<file path="config.mk">
export PLATFORM = sky130hd
export DESIGN_NAME = segre_dmem_responder
export DESIGN_NICKNAME = d
export VERILOG_FILES = /design/src/rtl/segre_dmem_responder.sv
export SDC_FILE = /design/constraint.sdc
export NUM_CORES = 1
export LEC_CHECK = 0
export BUFFER_PORTS_ARGS = -buffer_cell sky130_fd_sc_hd__buf_2
export CAP_MARGIN = 20
export CORE_MARGIN = 5
export CORE_UTILIZATION = 35
export CTS_CLUSTER_SIZE = 25
export DETAILED_ROUTE_END_ITERATION = 10
export MAX_ROUTING_LAYER = met4
export PLACE_DENSITY_LB_ADDON = 0.12
export SETUP_SLACK_MARGIN = 0.15
export SLEW_MARGIN = 25
export SYNTH_ARGS = -nofsm -noshare
export SYNTH_HDL_FRONTEND = slang
export SYNTH_SLANG_ARGS = --single-unit
</file>
<file path="constraint.sdc">
create_clock -name clk_i -period 2.1 [get_ports clk_i]
set_input_delay 0.105 -clock clk_i [delete_from_list [all_inputs] [get_ports clk_i]]
set_output_delay 0.105 -clock clk_i [all_outputs]
set_load 0.005 [all_outputs]
</file>
<file path="src/rtl/segre_dmem_responder.sv">
// segre_dmem_responder
//
// Responder side of the core's memop interface. It takes one load/store request at a time
// and performs it on a word-wide data memory that has no byte enables. Sub-word stores are
// done as a read-modify-write. Sub-word loads are extracted from the word and then sign- or
// zero-extended. Misaligned or illegal requests and memory timeouts return err_o=1.
//
// Ports:
//   clk_i, rsn_i          clock, asynchronous active-low reset
//   req_valid_i/ready_o   request handshake
//   memop_rd_i/wr_i       load / store select (exactly one must be set)
//   memop_type_i          0=BYTE, 1=HALF, 2=WORD (3 is illegal)
//   memop_sign_ext_i      sign-extend a sub-word load
//   addr_i, wdata_i       byte address, right-aligned store data
//   rsp_valid_o/ready_i   response handshake
//   rdata_o, err_o        extended load data (0 for stores and errors), error flag
//   mem_*                 word memory port: req/gnt handshake, separate rvalid return
module segre_dmem_responder #(
  parameter int unsigned ADDR_WIDTH     = 32,
  parameter int unsigned TIMEOUT_CYCLES = 255
) (
  input  logic                  clk_i,
  input  logic                  rsn_i,
  input  logic                  req_valid_i,
  output logic                  req_ready_o,
  input  logic                  memop_rd_i,
  input  logic                  memop_wr_i,
  input  logic [1:0]            memop_type_i,
  input  logic                  memop_sign_ext_i,
  input  logic [ADDR_WIDTH-1:0] addr_i,
  input  logic [31:0]           wdata_i,
  output logic                  rsp_valid_o,
  input  logic                  rsp_ready_i,
  output logic [31:0]           rdata_o,
  output logic                  err_o,
  output logic                  mem_req_o,
  input  logic                  mem_gnt_i,
  output logic                  mem_we_o,
  output logic [ADDR_WIDTH-3:0] mem_addr_o,
  output logic [31:0]           mem_wdata_o,
  input  logic                  mem_rvalid_i,
  input  logic [31:0]           mem_rdata_i
);

  localparam int unsigned CntW = $clog2(TIMEOUT_CYCLES + 1);
  localparam logic [CntW-1:0] CntMax = CntW'(TIMEOUT_CYCLES);

  localparam logic [1:0] TypeByte = 2'd0;
  localparam logic [1:0] TypeHalf = 2'd1;
  localparam logic [1:0] TypeWord = 2'd2;

  typedef enum logic [2:0] {
    StIdle,
    StRdReq,
    StRdWait,
    StWrReq,
    StResp
  } state_e;

  state_e                  state_q, state_d;
  logic [CntW-1:0]         cnt_q, cnt_d;
  logic                    op_rd_q, op_rd_d;
  logic [1:0]              type_q, type_d;
  logic                    sext_q, sext_d;
  logic [ADDR_WIDTH-1:0]   addr_q, addr_d;
  // Only the low half is needed later: full-word stores load mem_wdata directly at accept.
  logic [15:0]             wdata_q, wdata_d;
  logic                    req_ready_q, req_ready_d;
  logic                    rsp_valid_q, rsp_valid_d;
  logic                    mem_req_q, mem_req_d;
  logic                    mem_we_q, mem_we_d;
  logic [31:0]             rdata_q, rdata_d;
  logic                    err_q, err_d;
  logic [31:0]             mem_wdata_q, mem_wdata_d;

  logic                    req_err;
  logic [CntW-1:0]         cnt_inc;
  logic                    timeout;
  logic [7:0]              byte_sel;
  logic [15:0]             half_sel;
  logic [31:0]             load_ext;
  logic [31:0]             merged;

  assign req_err = (memop_rd_i == memop_wr_i) ||
                   (memop_type_i == 2'd3) ||
                   ((memop_type_i == TypeHalf) && addr_i[0]) ||
                   ((memop_type_i == TypeWord) && (addr_i[1:0] != 2'b00));

  assign cnt_inc = cnt_q + CntW'(1);
  assign timeout = (cnt_inc == CntMax);

  // Lane extraction and extension of a returned read word.
  always_comb begin
    byte_sel = mem_rdata_i[7:0];
    unique case (addr_q[1:0])
      2'd0: byte_sel = mem_rdata_i[7:0];
      2'd1: byte_sel = mem_rdata_i[15:8];
      2'd2: byte_sel = mem_rdata_i[23:16];
      2'd3: byte_sel = mem_rdata_i[31:24];
      default: byte_sel = mem_rdata_i[7:0];
    endcase
    half_sel = addr_q[1] ? mem_rdata_i[31:16] : mem_rdata_i[15:0];
    case (type_q)
      TypeByte: load_ext = {{24{sext_q & byte_sel[7]}}, byte_sel};
      TypeHalf: load_ext = {{16{sext_q & half_sel[15]}}, half_sel};
      default:  load_ext = mem_rdata_i;
    endcase
  end

  // Merge the store data into the word read back for a sub-word store.
  always_comb begin
    merged = mem_rdata_i;
    if (type_q == TypeByte) begin
      unique case (addr_q[1:0])
        2'd0: merged[7:0]   = wdata_q[7:0];
        2'd1: merged[15:8]  = wdata_q[7:0];
        2'd2: merged[23:16] = wdata_q[7:0];
        2'd3: merged[31:24] = wdata_q[7:0];
        default: merged = mem_rdata_i;
      endcase
    end else if (addr_q[1]) begin
      merged[31:16] = wdata_q;
    end else begin
      merged[15:0] = wdata_q;
    end
  end

  always_comb begin
    state_d     = state_q;
    cnt_d       = '0;
    op_rd_d     = op_rd_q;
    type_d      = type_q;
    sext_d      = sext_q;
    addr_d      = addr_q;
    wdata_d     = wdata_q;
    rdata_d     = rdata_q;
    err_d       = err_q;
    mem_wdata_d = mem_wdata_q;

    unique case (state_q)
      StIdle: begin
        if (req_valid_i) begin
          op_rd_d = memop_rd_i;
          type_d  = memop_type_i;
          sext_d  = memop_sign_ext_i;
          addr_d  = addr_i;
          wdata_d = wdata_i[15:0];
          rdata_d = '0;
          err_d   = 1'b0;
          if (req_err) begin
            err_d   = 1'b1;
            state_d = StResp;
          end else if (memop_wr_i && (memop_type_i == TypeWord)) begin
            mem_wdata_d = wdata_i;
            state_d     = StWrReq;
          end else begin
            state_d = StRdReq;
          end
        end
      end
      StRdReq: begin
        if (mem_gnt_i) begin
          state_d = StRdWait;
        end else if (timeout) begin
          err_d   = 1'b1;
          rdata_d = '0;
          state_d = StResp;
        end else begin
          cnt_d = cnt_inc;
        end
      end
      StRdWait: begin
        if (mem_rvalid_i) begin
          if (op_rd_q) begin
            rdata_d = load_ext;
            state_d = StResp;
          end else begin
            mem_wdata_d = merged;
            state_d     = StWrReq;
          end
        end else if (timeout) begin
          err_d   = 1'b1;
          rdata_d = '0;
          state_d = StResp;
        end else begin
          cnt_d = cnt_inc;
        end
      end
      StWrReq: begin
        if (mem_gnt_i) begin
          state_d = StResp;
        end else if (timeout) begin
          err_d   = 1'b1;
          rdata_d = '0;
          state_d = StResp;
        end else begin
          cnt_d = cnt_inc;
        end
      end
      StResp: begin
        if (rsp_ready_i) begin
          state_d = StIdle;
        end
      end
      default: state_d = StIdle;
    endcase

    // Outputs are registered from the next state so they change together with it.
    req_ready_d = (state_d == StIdle);
    rsp_valid_d = (state_d == StResp);
    mem_req_d   = (state_d == StRdReq) || (state_d == StWrReq);
    mem_we_d    = (state_d == StWrReq);
  end

  always_ff @(posedge clk_i or negedge rsn_i) begin
    if (!rsn_i) begin
      state_q     <= StIdle;
      cnt_q       <= '0;
      op_rd_q     <= 1'b0;
      type_q      <= 2'd0;
      sext_q      <= 1'b0;
      addr_q      <= '0;
      wdata_q     <= '0;
      req_ready_q <= 1'b1;
      rsp_valid_q <= 1'b0;
      mem_req_q   <= 1'b0;
      mem_we_q    <= 1'b0;
      rdata_q     <= '0;
      err_q       <= 1'b0;
      mem_wdata_q <= '0;
    end else begin
      state_q     <= state_d;
      cnt_q       <= cnt_d;
      op_rd_q     <= op_rd_d;
      type_q      <= type_d;
      sext_q      <= sext_d;
      addr_q      <= addr_d;
      wdata_q     <= wdata_d;
      req_ready_q <= req_ready_d;
      rsp_valid_q <= rsp_valid_d;
      mem_req_q   <= mem_req_d;
      mem_we_q    <= mem_we_d;
      rdata_q     <= rdata_d;
      err_q       <= err_d;
      mem_wdata_q <= mem_wdata_d;
    end
  end

  assign req_ready_o = req_ready_q;
  assign rsp_valid_o = rsp_valid_q;
  assign rdata_o     = rdata_q;
  assign err_o       = err_q;
  assign mem_req_o   = mem_req_q;
  assign mem_we_o    = mem_we_q;
  assign mem_addr_o  = addr_q[ADDR_WIDTH-1:2];
  assign mem_wdata_o = mem_wdata_q;

endmodule

</file>
==> flow_summary.toml <==
[setup_path]
cp_max_fo = 17
ff2ff_setup_slack_ns = 0.18
start_kind = "flip-flop"
crit_path_end_kind = "flip-flop"
worstSetupPathType = "flip-flop to flip-flop"
critPathRequiredTime_ns = 2.39
cp.arrival_ns = 2.21

[synth]
synth.distinct_cells = 54
synth_edf_count = 0
synth_xor_area_share_pct = 0.891
synthCells = 626
yosys.area_share.simple_pct = 9.28
synth.area.mux_share_pct = 12.5
seq_area_frac_synth_pct = 49.0
synth_compound_area_share_pct = 20.5
synth_adder_area_share_pct = 0.371
synth_warnings = 0
synth_top_family_by_area = "compound AO/OA/AOI/OAI gates"
ys_ff_latch = 132
postSynthAreaPerCell_um2 = 10.8
synthFlopType = "dfrtp_1"
synth_fp_nets = 735
syn_area_um2 = 6740
async_flop_share_pct = 100

[timing]
rsz0062_at_grt = "yes"
tns_ns = 0
skew_ns = 0.0110
fin_crit_sh_pct = 91.7
max_freq_mhz = 520
report.final.hold_viol_count = 0
slew_viol_final = 0
max_slew.worst_pin.slew_ns = 0.682
fin_crit_ns = 1.92
setup_viol = 0
relSlewSlack_pct = 54.3

[placement]
port_buffers = 205
gp_congestion = 0.851
dp.final_hpwl_mm = 15.8

[cells_and_area]
final_core_util_pct = 49.4
final_nets = 974
antenna_cells = 0
drive_gt1_share_pct = 39.5
syn_to_final_growth_pct = 38.1

[power_and_ir_drop]
p_int_uw = 8060
p_clk_share_pct = 26.4
seqPwrFrac_pct = 32.9
vdd_ir_drop_max_v = 0.000662
finalPower_uw = 12500
leakage_uw = 0.00440
power.switching_uw = 4460
p_per_area_nw_per_um2 = 1340
sw_frac_of_total_pct = 35.6
combPwrFrac_pct = 40.7

[route]
wl_met2_mm = 9.69
wl_per_cell_um = 19.1
drtPass1Iterations = 7
dr.max_layer_used = "met4"
via_per_inst = 5.18
drt-initial-drc-count = 344
vias = 5898
route.detailed.drc = 0
met3_length_mm = 1.43
postRouteAntennaNets = 0
wirelength_mm = 21.8
met1_length_mm = 10.1

[clock_tree]
htree_levels = 4
cts_buffer_depth = 2
insertion_delay_ns = 0.42
cts-buffers-inserted = 17
ctsRootBufferMaster = "clkbuf_16"
cts_tree = "built"
clk_pin_slew_worst_paths_ns = 0.06
clock-sinks = 132

[grt]
grt_pass1_wl_mm = 33.6
overflow = 0
antenna_found_initial = 0
grt_usage_pct = 20.1
grt_pass1_vias = 5997
grt_max_degree = 62

[die]
ios = 206
die_h_um = 149
chipWidth_um = 149
start_util_pct = 35.8
die-area_um2 = 22100
core_region_area_um2 = 18800
std_cell_rows = 50

[min_path]
hold_class = "input port to flip-flop"

[flow_run]
max-cap-violations = 0

[outcome]
status = "complete, no violations"
-- layer usage --
metal / track usage, % / vias up
li1: - / 2763
met1: 27.7 / 2853
met2: 28.7 / 243
met3: 4.74 / 39
met4: 7.83 / 0
met5: - / -
-- cells by family after synthesis --
kind of cell | Yosys count
xor+xnor | 6
fa+ha+maj | 2
compound gates | 185
simple gates | 136
buf+inv | 97
flops | 132
mux | 68
-- Yosys cell counts (2+ instances only) --
| master | n | area share, % |
|---|---|---|
| or3b_2 | 3 | 0.39 |
| buf_2 | 12 | 0.89 |
| mux4_2 | 8 | 2.7 |
| buf_4 | 31 | 3.5 |
| a211oi_1 | 9 | 1.0 |
| a221o_1 | 9 | 1.3 |
| buf_1 | 4 | 0.22 |
| dfrtp_1 | 131 | 49 |
| a21o_1 | 16 | 1.8 |
| a31oi_1 | 26 | 2.4 |
| nand3_1 | 4 | 0.30 |
| and2_1 | 2 | 0.19 |
| a21oi_1 | 20 | 1.5 |
| a221oi_1 | 7 | 0.91 |
| o211ai_1 | 2 | 0.22 |
| o22a_1 | 8 | 1.0 |
| ha_1 | 2 | 0.37 |
| mux2_2 | 51 | 8.5 |
| xor2_1 | 3 | 0.39 |
| xnor2_1 | 2 | 0.26 |
| o221ai_1 | 17 | 2.2 |
| nand2_1 | 56 | 3.1 |
| inv_1 | 18 | 1.0 |
| nor2b_1 | 5 | 0.46 |
| nor2_1 | 49 | 2.7 |
| nand2b_1 | 5 | 0.46 |
| o2bb2ai_1 | 33 | 4.3 |
| mux2i_1 | 9 | 1.3 |
| o21ai_0 | 22 | 1.6 |
| clkbuf_1 | 30 | 1.7 |
| nor3_1 | 3 | 0.22 |
| o22ai_1 | 7 | 0.65 |
-- placed cells by master (no fill, tap or decap), types with 3 or more instances in the layout --
master and n:
a211oi_1 7, a21o_1 16, a21oi_1 19, a221o_1 9, a221oi_1 7, a31oi_1 26
buf_12 4, buf_2 204, buf_4 23, bufinv_16 5, clkbuf_16 17, clkinv_4 3
dfrtp_1 130, dlygate4sd3_1 66, inv_1 18, mux2_2 51, mux2i_1 9, mux4_2 8
nand2_1 55, nand2b_1 4, nand3_1 3, nor2_1 46, nor2_2 3, nor2b_1 4
nor3_1 3, o21ai_0 22, o221ai_1 17, o22a_1 8, o22ai_1 7, o2bb2ai_1 33
or3b_2 3, xor2_1 3
-- sequential cells by signal, indices dropped and copies added, names as in the netlist --
register	flops
type_q	2
cnt_q	8
req_ready_o	1
mem_wdata_o	32
addr_q	32
op_rd_q	1
err_o	1
rsp_valid_o	1
sext_q	1
mem_req_o	1
rdata_o	32
mem_we_o	1
state_q	3
wdata_q	16
-- critical path: stages (launching register included) --
cell      delay (ns)
dfrtp_1         0.37
or3b_2          0.68
o22a_1          0.29
o221ai_1        0.32
a31oi_1         0.13
-- stage by stage --
stage	worst slack, ns	hold WS (ns)	instances	instance area (µm²)
4_1_cts	0.177	0.0203	1138	9280
6_report	0.175	0.0295	1138	9310
3_5_place_dp	0.141	0.128	1039	7940
3_3_place_gp	0.185	0.125	1039	7940
5_1_grt	0.114	0.0529	1138	9310
2_1_floorplan	0.171	-0.191	626	6750
-- power by group through the flow --
stage	registers [µW]	logic (µW)	clock network, µW
floorplan	4020	3520	0
global placement	4130	4890	0
detailed placement	4150	4960	0
CTS	4120	5090	3370
global route	4240	5600	3480
finish	4120	5100	3300
-- timing repair --
| item | 4_1_cts | 5_1_grt |
|---|---|---|
| resized for setup | 3 | 11 |
| hold endpoints to repair | 130 | 0 |
| hold buffers | 66 | 0 |
| setup buffers | 1 | 0 |
| pin swaps | 1 | 1 |
| endpoints found under the setup margin | 31 | 58 |
-- path summary, 6_finish.rpt --
| kind | startpoint | to | cells after the start |
|---|---|---|---|
| min in group asynchronous | rsn_i | mem_we_o$_DFF_PN0_ | 2 |
| max in group asynchronous | rsn_i | rdata_o[30]$_DFFE_PN0P_ | 3 |
| worst min register to register | mem_wdata_o[2]$_DFFE_PN0P_ | mem_wdata_o[2]$_DFFE_PN0P_ | 1 |
| worst min-delay path | wdata_i[23] | mem_wdata_o[23]$_DFFE_PN0P_ | 3 |
| worst max-delay path | type_q[0]$_DFFE_PN0P_ | mem_wdata_o[9]$_DFFE_PN0P_ | 4 |
| worst max register to register | type_q[0]$_DFFE_PN0P_ | mem_wdata_o[9]$_DFFE_PN0P_ | 4 |
-- final cells by class --
type | instances | area, µm²
fill | 1685 | 9520
sequential | 132 | 3310
clock buffer | 20 | 447
tap | 260 | 325
clock inverter | 12 | 203
timing repair buffer | 298 | 1950
multi-input combinational | 397 | 3010
inverter | 19 | 71.3
Note: power is estimated with default switching activity, not from simulation.
